<file path="config.mk">
export PLATFORM = sky130hd
export DESIGN_NAME = spi_rx_frame_ctrl_flat
export DESIGN_NICKNAME = d
export VERILOG_FILES = /design/src/rtl/spi_rx_frame_ctrl_if.sv /design/src/rtl/spi_rx_frame_ctrl.sv /design/src/flat_wrapper.sv
export SDC_FILE = /design/constraint.sdc
export NUM_CORES = 1
export LEC_CHECK = 0
export CAP_MARGIN = 40
export CORE_ASPECT_RATIO = 0.6
export CORE_MARGIN = 2
export CORE_UTILIZATION = 29
export DETAILED_ROUTE_END_ITERATION = 10
export HOLD_SLACK_MARGIN = 0.15
export SLEW_MARGIN = 5
export SYNTH_ARGS = -nofsm -noshare
export SYNTH_HDL_FRONTEND = slang
export SYNTH_SLANG_ARGS = --single-unit
</file>
<file path="constraint.sdc">
create_clock -name clk -period 4.5 [get_ports clk]
set_input_delay 0.45 -clock clk [delete_from_list [all_inputs] [get_ports clk]]
set_output_delay 0.45 -clock clk [all_outputs]
set_load 0.01 [all_outputs]
</file>
<file path="src/rtl/spi_rx_frame_ctrl_if.sv">
// Purpose : bundles the SPI receiver-side inputs and FND-side outputs of the
//           frame controller into one port group.
// Latency : none (wires only).
// Backpr. : none; the byte stream is pulse-qualified by done, no ready path.
// Ports   : ss_n/rx_data/done come from the SPI slave receiver;
//           data/data_valid/frame_err/busy/err_cnt go to the FND controller.
//           master = receiver/driver side, slave = frame controller side.
interface spi_rx_frame_ctrl_if;
  logic        ss_n;        // slave select, active-low, synchronized to clk
  logic [7:0]  rx_data;     // received byte, valid while done==1
  logic        done;        // 1-cycle byte-complete pulse
  logic [13:0] data;        // committed display value
  logic        data_valid;  // 1-cycle pulse when data updates
  logic        frame_err;   // 1-cycle pulse on a discarded frame
  logic        busy;        // controller not idle
  logic [7:0]  err_cnt;     // saturating count of frame_err pulses

  modport master (
    output ss_n, rx_data, done,
    input  data, data_valid, frame_err, busy, err_cnt
  );

  modport slave (
    input  ss_n, rx_data, done,
    output data, data_valid, frame_err, busy, err_cnt
  );
endinterface

</file>
<file path="src/rtl/spi_rx_frame_ctrl.sv">
// Purpose : assembles a big-endian 2-byte SPI frame (optionally plus a
//           checksum byte) into a saturated 14-bit value for the FND counter.
// Latency : data/data_valid update 1 clk after the done of the final byte.
// Backpr. : none; bytes arriving outside an open frame slot are dropped.
// Ports   : clk, reset (synchronous, active-low), bus (spi_rx_frame_ctrl_if.slave).
// Config  : define SPI_FRAME_CKSUM_EN to require a third byte equal to
//           hi ^ lo ^ 8'hA5 before the value is committed.
module spi_rx_frame_ctrl #(
  parameter int unsigned TIMEOUT_CYCLES = 100_000,  // 0 disables the timeout
  parameter int unsigned MAX_VALUE      = 9999
) (
  input  logic               clk,
  input  logic               reset,
  spi_rx_frame_ctrl_if.slave bus
);

  // Timer only has to reach TIMEOUT_CYCLES-1; it saturates so a disabled
  // timeout never wraps back to zero and re-arms the entry-glitch exception.
  localparam int unsigned   TW       = (TIMEOUT_CYCLES < 2) ? 1 : $clog2(TIMEOUT_CYCLES);
  localparam logic [TW-1:0] TMR_LAST = TW'((TIMEOUT_CYCLES == 0) ? 0 : TIMEOUT_CYCLES - 1);
  localparam logic [TW-1:0] TMR_MAX  = '1;
  localparam logic [13:0]   MAX_V    = 14'(MAX_VALUE);

  typedef enum logic [2:0] {
    S_IDLE   = 3'd0,
    S_HI     = 3'd1,
    S_LO     = 3'd2,
`ifdef SPI_FRAME_CKSUM_EN
    S_CHK    = 3'd3,
`endif
    S_COMMIT = 3'd4,
    S_ERR    = 3'd5,
    S_DRAIN  = 3'd6
  } state_e;

  state_e        state_q, state_d;
  logic [TW-1:0] timer_q, timer_d;
  // Only hi[5:0] is kept: a high byte with [7:6]!=0 never leaves HI for LO.
  logic [5:0]    hi_q, hi_d;
  logic [13:0]   data_q, data_d;
  logic          data_valid_q, data_valid_d;
  logic          frame_err_q, frame_err_d;
  logic [7:0]    err_cnt_q, err_cnt_d;
`ifdef SPI_FRAME_CKSUM_EN
  logic [7:0]    lo_q, lo_d;
`endif

  logic [TW-1:0] timer_inc;
  logic          timeout;
  logic [13:0]   frame_v;

  always_comb begin
    state_d      = state_q;
    timer_d      = timer_q;
    hi_d         = hi_q;
    data_d       = data_q;
    err_cnt_d    = err_cnt_q;
    data_valid_d = 1'b0;
    frame_err_d  = 1'b0;
`ifdef SPI_FRAME_CKSUM_EN
    lo_d         = lo_q;
    frame_v      = {hi_q, lo_q};
`else
    frame_v      = {hi_q, bus.rx_data};
`endif
    timer_inc    = (timer_q == TMR_MAX) ? timer_q : timer_q + 1'b1;
    timeout      = (TIMEOUT_CYCLES != 0) && (timer_q == TMR_LAST);

    // Within a frame slot a done always wins over ss_n rising or the timeout.
    case (state_q)
      S_IDLE: begin
        if (!bus.ss_n) begin
          state_d = S_HI;
          timer_d = '0;
        end
      end
      S_HI: begin
        timer_d = timer_inc;
        if (bus.done) begin
          hi_d    = bus.rx_data[5:0];
          timer_d = '0;
          // A good high byte with ss_n already released is still a short frame.
          state_d = (bus.rx_data[7:6] != 2'b00 || bus.ss_n) ? S_ERR : S_LO;
        end else if (bus.ss_n) begin
          // ss_n bounce in the very first HI cycle is treated as noise.
          state_d = (timer_q == '0) ? S_IDLE : S_ERR;
        end else if (timeout) begin
          state_d = S_ERR;
        end
      end
      S_LO: begin
        timer_d = timer_inc;
        if (bus.done) begin
          timer_d = '0;
`ifdef SPI_FRAME_CKSUM_EN
          lo_d    = bus.rx_data;
          state_d = bus.ss_n ? S_ERR : S_CHK;
`else
          state_d = S_COMMIT;
`endif
        end else if (bus.ss_n || timeout) begin
          state_d = S_ERR;
        end
      end
`ifdef SPI_FRAME_CKSUM_EN
      S_CHK: begin
        timer_d = timer_inc;
        if (bus.done) begin
          timer_d = '0;
          state_d = (bus.rx_data == ({2'b00, hi_q} ^ lo_q ^ 8'hA5)) ? S_COMMIT : S_ERR;
        end else if (bus.ss_n || timeout) begin
          state_d = S_ERR;
        end
      end
`endif
      S_COMMIT: state_d = S_DRAIN;
      S_ERR:    state_d = S_DRAIN;
      S_DRAIN: begin
        if (bus.ss_n) state_d = S_IDLE;
      end
      default:  state_d = S_IDLE;
    endcase

    // COMMIT/ERR last exactly one cycle, so the registered pulses are loaded
    // on entry and line up with those states.
    if (state_d == S_COMMIT) begin
      data_d       = (frame_v > MAX_V) ? MAX_V : frame_v;
      data_valid_d = 1'b1;
    end
    if (state_d == S_ERR) begin
      frame_err_d = 1'b1;
      if (err_cnt_q != 8'hFF) err_cnt_d = err_cnt_q + 8'd1;
    end
  end

  always_ff @(posedge clk) begin
    if (!reset) begin
      state_q      <= S_IDLE;
      timer_q      <= '0;
      hi_q         <= '0;
      data_q       <= '0;
      data_valid_q <= 1'b0;
      frame_err_q  <= 1'b0;
      err_cnt_q    <= '0;
`ifdef SPI_FRAME_CKSUM_EN
      lo_q         <= '0;
`endif
    end else begin
      state_q      <= state_d;
      timer_q      <= timer_d;
      hi_q         <= hi_d;
      data_q       <= data_d;
      data_valid_q <= data_valid_d;
      frame_err_q  <= frame_err_d;
      err_cnt_q    <= err_cnt_d;
`ifdef SPI_FRAME_CKSUM_EN
      lo_q         <= lo_d;
`endif
    end
  end

  assign bus.data       = data_q;
  assign bus.data_valid = data_valid_q;
  assign bus.frame_err  = frame_err_q;
  assign bus.err_cnt    = err_cnt_q;
  assign bus.busy       = (state_q != S_IDLE);

endmodule

</file>
<file path="src/flat_wrapper.sv">
// flat-port wrapper written by rule: the top's interface ports become plain ports
module spi_rx_frame_ctrl_flat 
#(
  parameter int unsigned TIMEOUT_CYCLES = 100_000,                           
  parameter int unsigned MAX_VALUE      = 9999
)
  (clk, reset, bus_ss_n, bus_rx_data, bus_done, bus_data, bus_data_valid, bus_frame_err, bus_busy, bus_err_cnt);
  spi_rx_frame_ctrl_if bus_i ();
  input  logic clk;
  input  logic reset;
  input wire logic [$bits(bus_i.ss_n)-1:0] bus_ss_n;
  input wire logic [$bits(bus_i.rx_data)-1:0] bus_rx_data;
  input wire logic [$bits(bus_i.done)-1:0] bus_done;
  output wire logic [$bits(bus_i.data)-1:0] bus_data;
  output wire logic [$bits(bus_i.data_valid)-1:0] bus_data_valid;
  output wire logic [$bits(bus_i.frame_err)-1:0] bus_frame_err;
  output wire logic [$bits(bus_i.busy)-1:0] bus_busy;
  output wire logic [$bits(bus_i.err_cnt)-1:0] bus_err_cnt;
  assign bus_i.ss_n = bus_ss_n;
  assign bus_i.rx_data = bus_rx_data;
  assign bus_i.done = bus_done;
  assign bus_data = bus_i.data;
  assign bus_data_valid = bus_i.data_valid;
  assign bus_frame_err = bus_i.frame_err;
  assign bus_busy = bus_i.busy;
  assign bus_err_cnt = bus_i.err_cnt;
  spi_rx_frame_ctrl #(.TIMEOUT_CYCLES(TIMEOUT_CYCLES), .MAX_VALUE(MAX_VALUE)) u_core (.clk(clk), .reset(reset), .bus(bus_i));
endmodule
</file>
### Word-level counts from Yosys, hierarchy flattened

Cells that the tools add are included.

| word-level totals | value |
|---|---|
| bits in registers | 50 |
| bits in latches | 0 |
| bits in writable memories | 0 |
| memory bits (read-only) | 0 |
| input port bits | 12 |
| output and inout bits | 25 |
| word-level logic and storage cells | 51 |
| memories | 0 |

| operators by class | value |
|---|---|
| $add $sub $neg | 2 |
| multipliers | 0 |
| div/mod/pow operators | 0 |
| order comparisons | 1 |
| equal/unequal tests | 12 |
| shifts and indexed selects | 0 |
| mux-type cells | 17 |
| bitwise gates (word level) | 0 |
| reduce and logical (&&, ||, !) cells | 12 |

Operator list:

| operator | number |
|---|---|
| 17-bit 2-to-1 mux | 3 |
| 17-bit == test (second input constant) | 2 |
| 17-bit case mux with 2 select lines | 1 |
| 3-bit 2-to-1 mux | 9 |
| 17-bit by 1-bit adder with 17-bit output (second input constant) | 1 |
| 17-bit zero test | 1 |
| 3-bit == test (second input constant) | 5 |
| 3-bit case mux with 5 select lines | 1 |
| 14-bit greater-than comparator (second input constant) | 1 |
| 14-bit 2-to-1 mux | 1 |
| 8-bit by 1-bit adder with 8-bit output (second input constant) | 1 |
| 8-bit != test (second input constant) | 1 |
| 2-bit AND reduction | 2 |
| 2-bit nonzero test | 2 |
| 2-bit OR reduction | 2 |
| 3-bit by 1-bit == test with 1-bit output (second input constant) | 1 |
| 3-bit by 2-bit == test with 1-bit output (second input constant) | 1 |
| 3-bit zero test | 1 |
| 3-bit != test (second input constant) | 1 |
| 3-bit AND reduction | 1 |
| 3-bit nonzero test | 1 |
| 1-bit logical OR | 2 |
| 1-bit 2-to-1 mux | 2 |
| 2-bit != test (second input constant) | 1 |

### Logic depth before layout (Yosys ltp)

| logic depth | value |
|---|---|
| depth in word-level cells | 7 |
| depth in mapped cells | 13 |
| depth with buffers taken out | 12 |

### Worst setup path before layout

Ideal clock, no wire load.

| timing | value |
|---|---|
| path kind | reg2reg |
| from | reg u_core.timer_q[7] |
| to | reg u_core.timer_q[11] |
| setup time | 0.128 ns |
| arrival | 2.571 ns |
| data required time | 4.372 ns |
| setup slack | 1.801 ns |
| cell stages (with the launch flop) | 13 |
| buffers on the path | 1 |
| clock period less this slack | 2.699 ns |
| path through | dfxtp_1 and4_1 and3_1 and3_1 ha_1 nand2b_1 a211oi_1 a211oi_1 and4_1 clkbuf_1 nand4_1 xor2_1 nor2_1 |

| on the way | value |
|---|---|
| longest elaborated chain between the ends | 4 |
| elaborated cells on any way between the ends | 7 |
| classes of those cells | 1 x add/sub; 2 x eq/ne; 3 x mux; 1 x reduce/logical |

Ends and longest elaborated chain:

| element | RTL line | RTL |
|---|---|---|
| from (decl) | spi_rx_frame_ctrl.sv:37 | `logic [TW-1:0] timer_q, timer_d;` |
| from (signal assigned) | spi_rx_frame_ctrl.sv:150 | `timer_q <= timer_d;` |
| 17-bit by 1-bit adder with 17-bit output | spi_rx_frame_ctrl.sv:66 | `timer_inc = (timer_q == TMR_MAX) ? timer_q : timer_q + 1'b1;` |
| 17-bit 2-to-1 mux | spi_rx_frame_ctrl.sv:66 |  |
| 17-bit 2-to-1 mux | spi_rx_frame_ctrl.sv:79, spi_rx_frame_ctrl.sv:93 |  |
| 17-bit case mux with 2 select lines | spi_rx_frame_ctrl.sv:70 | `case (state_q)` |

Parallel ways exist; a longest one is shown, timed or not. The select of a mux whose other input is x is not followed.
A chain may end at the register's enable or synchronous reset.

### Final worst setup path

| timing | value |
|---|---|
| from | reg u_core.timer_q[11] |
| to | reg u_core.data_q[1], in the netlist u_core.bus.data[1] |

| on the way | value |
|---|---|
| longest elaborated chain between the ends | 6 |
| elaborated cells on any way between the ends | 11 |
| classes of those cells | 2 x eq/ne; 7 x mux; 2 x reduce/logical |

Ends and longest elaborated chain:

| element | RTL line | RTL |
|---|---|---|
| 17-bit == test or 17-bit zero test (tied branches) | spi_rx_frame_ctrl.sv:67, spi_rx_frame_ctrl.sv:86 |  |
| 3-bit 2-to-1 mux (tied with other cells) | spi_rx_frame_ctrl.sv:87 | `end else if (timeout) begin` |
| 3-bit 2-to-1 mux, on equally long branches | spi_rx_frame_ctrl.sv:84, spi_rx_frame_ctrl.sv:101 |  |
| 3-bit 2-to-1 mux, on equally long branches | spi_rx_frame_ctrl.sv:79, spi_rx_frame_ctrl.sv:93 |  |
| 3-bit case mux with 5 select lines (*) | spi_rx_frame_ctrl.sv:70 |  |
| 3-bit == test (*) | spi_rx_frame_ctrl.sv:126 | `if (state_d == S_COMMIT) begin` |
| to (signal assigned) | spi_rx_frame_ctrl.sv:152 | `data_q <= data_d;` |
| to (decl) | spi_rx_frame_ctrl.sv:40 | `logic [13:0] data_q, data_d;` |

Every way passes the cells marked *; elsewhere a longest branch is shown, timed or not.

==> metrics <==
status complete, no violations; Fin Setup TNS 0 ns; Setup Viol. Count Final 0; Ports 37; worst skew pair latency 0.29 ns; final hold vios 0; DR iter-0 viols 110; Distinct cells, synth between 40 and 50; min Tclk post-route between 2 and 3 ns; hold_ws approximately 0.45 ns; Rows 25; Fmax about 0.35 GHz; final worst-path cycle share approximately 63%; initial antenna violation count 0; fraction of layout cells with a size suffix above 1 about 5.8%; top cells by area, synth dfxtp_1, nor2_1, nand2_1; GR Util All Layers between 10% and 20%; GPL Wtd Cong 0.801; DP Cell Count 408; clk slew on worst S/H paths 0.07 ns; CORE AREA between 7000 and 8000 sq um; vias in the first global route approximately 1800; cts repair resizes 0; CTS root buf clkbuf_16; fin nets between 300 and 400; type of origin of the critical path register; global route overflow 0; syn_area_per_cell between 8 and 9 sq um; Slew Limit Fails 0; Synthesis Warnings 0; CTS H-tree lvls 2; PD cells around 430 nW/um^2; Util after Layout 38.1%; vias ~2100; vias per inst approximately 5; Setup Fix Bufs, Post-CTS 0; Die W between 100 and 150 um; RSZ-0062 raised after global routing no; area delta synth->final 26.7%; DRT Pass-1 Iters 4; sequential fraction of the synthesis area 42.1%; Initial Utilization 30.1%; port buffer count 36; Setup Crit Path Kind reg2reg; DRC violations left 0; Slew @ Worst Pin roughly 0.74 ns; HPWL after DPL about 4000 um; DIE AREA 8970 sq um; # hold bufs at CTS 0; first-pass GRT wire length roughly 8900 um; worst vdd ir about 0.00016 V; final cell count without fillers approximately 420; CP max FO 22; Post-DRT Antenna Nets 0; CP Capture Type register; diode count 0; Multi-input gate area approximately 1300 sq um; top cell type's share of synthesized area a little over two fifths; CTS tree built; slew margin rel. between 50% and 60%; final wirelength between 5000 and 6000 um; Seq cells post-synth 50; # fillers 785; die height between 70 and 80 um; Cells after Synth roughly 280; Syn Std Cell Area between 2000 and 2500 sq um; clock buffer depth 2; crit path DAT between 3 and 4 ns; P_leak roughly 1.0 nW; largest net degree at the start of global routing 37; Final Skew between 0.009 and 0.01 ns; CTS sink cnt 50; maxcap violations 0; drt wl/cell around 13 um; Reg area between 1000 and 1500 sq um; required time worst endpoint between 4 and 5 ns; total clock buffers created by CTS 5; HP Class reg2reg; syn_nets 293; post-synth top area cell dfxtp_1
==> layout make-up <==
| cell class | instances | area share [%] |
|---|---|---|
| tap | 108 | 4.48 |
| clock buffer | 6 | 4.61 |
| clock inverter | 2 | 1.29 |
| timing repair buffer | 40 | 12.9 |
| inverter | 5 | 0.623 |
| multi-input combinational | 206 | 42.9 |
| sequential | 50 | 33.2 |
==> critical path: stages (launching register included) <==
cell,delay [ns]
dfxtp_1,0.34
nor4_1,0.34
nand2_1,0.16
or4_4,0.48
a221oi_4,0.37
nor3b_2,0.22
buf_4,0.26
nand2_1,0.24
o221a_1,0.30
==> report_power, final <==
part	switching, mW	total [mW]	internal [mW]
combinational	0.177	0.324	0.146
clock	0.167	0.446	0.279
sequential	0.0458	0.529	0.484
total	0.390	1.30	0.909
==> sequential cells by signal, summed over array words and instances, names as in the netlist <==
name                   count
u_core.bus.data           14
u_core.bus.err_cnt         8
u_core.bus.frame_err       1
u_core.bus.data_valid      1
u_core.timer_q            17
u_core.hi_q                6
u_core.state_q             3
==> cell usage after synthesis, drive strengths merged <==
master,instances
dfxtp,50
nor2,32
nand2,28
o21ai,16
nand3,15
clkbuf,12
nand4,12
nor2b,11
xor2,11
mux2i,10
o221a,7
a21oi,6
and3,6
nor3,6
inv,5
nand2b,5
nor4,5
buf,4
ha,4
a21boi,3
nand4b,3
o31ai,3
or4,3
xnor2,3
a211oi,2
and2,2
and4,2
nor3b,2
o211ai,2
a221oi,1
a31oi,1
o211a,1
o21a,1
or2,1
or3,1
or4b,1
==> metal layers <==
metal  up-vias  routed length (um)  part of all wire (%)  track usage, %
met5         -                   0                     0               0
met4         0                  99                   1.8            5.17
met3        10                 345                   6.1            4.22
met2        59                2060                    37            16.2
met1       968                3110                    55            19.2
li1       1047                   -                     -               -
==> per-stage QoR <==
step | total power [mW] | cell area, sq um | setup slack, ns
4_1_cts | 1.31 | 3010 | 1.41
6_report | 1.30 | 3010 | 1.67
3_3_place_gp | 0.851 | 2820 | 1.47
2_1_floorplan | 0.734 | 2380 | 1.80
5_1_grt | 1.38 | 3010 | 1.48
3_5_place_dp | 0.857 | 2830 | 1.42
==> final timing paths <==
check / startpoint / to / slack [ns] / depth (start not counted)
worst max-delay path: u_core.timer_q[11] / u_core.bus.data[1] / 1.67 / 8
worst min-delay path: u_core.bus.data[6] / u_core.bus.data[6] / 0.45 / 2
worst max register to register: u_core.timer_q[11] / u_core.bus.data[1] / 1.67 / 8
worst min register to register: u_core.bus.data[6] / u_core.bus.data[6] / 0.45 / 2
==> cells by family (layout without fill, tap and decap cells) <==
group | Yosys count | in the layout | synth area share (%)
xor gates and xnor gates | 14 | 14 | 5.16
buffers and inverters | 21 | 53 | 3.52
adders and majority gates | 4 | 4 | 2.10
and+or+nand+nor | 135 | 135 | 29.4
AOI/OAI and AO/OA | 43 | 43 | 13.5
DFF | 50 | 50 | 42.1
muxes | 10 | 10 | 4.21
==> layout by cell type (no fill, tap or decap), types with 3 or more instances in the layout <==
cell,instances
clkbuf_16,5
nand3_1,15
nand2_1,28
o21ai_1,9
buf_4,3
nand4_1,12
o221a_1,7
o31ai_1,3
clkdlybuf4s50_1,36
nor2_1,32
ha_1,4
nand4b_1,3
xor2_1,11
dfxtp_1,50
a21oi_1,6
nor2b_1,11
mux2i_1,10
o21ai_0,6
nor4_1,5
nand2b_1,5
nor3_1,6
and3_1,6
inv_1,5
xnor2_1,3
No activity file was read; power rests on OpenSTA's default activity.
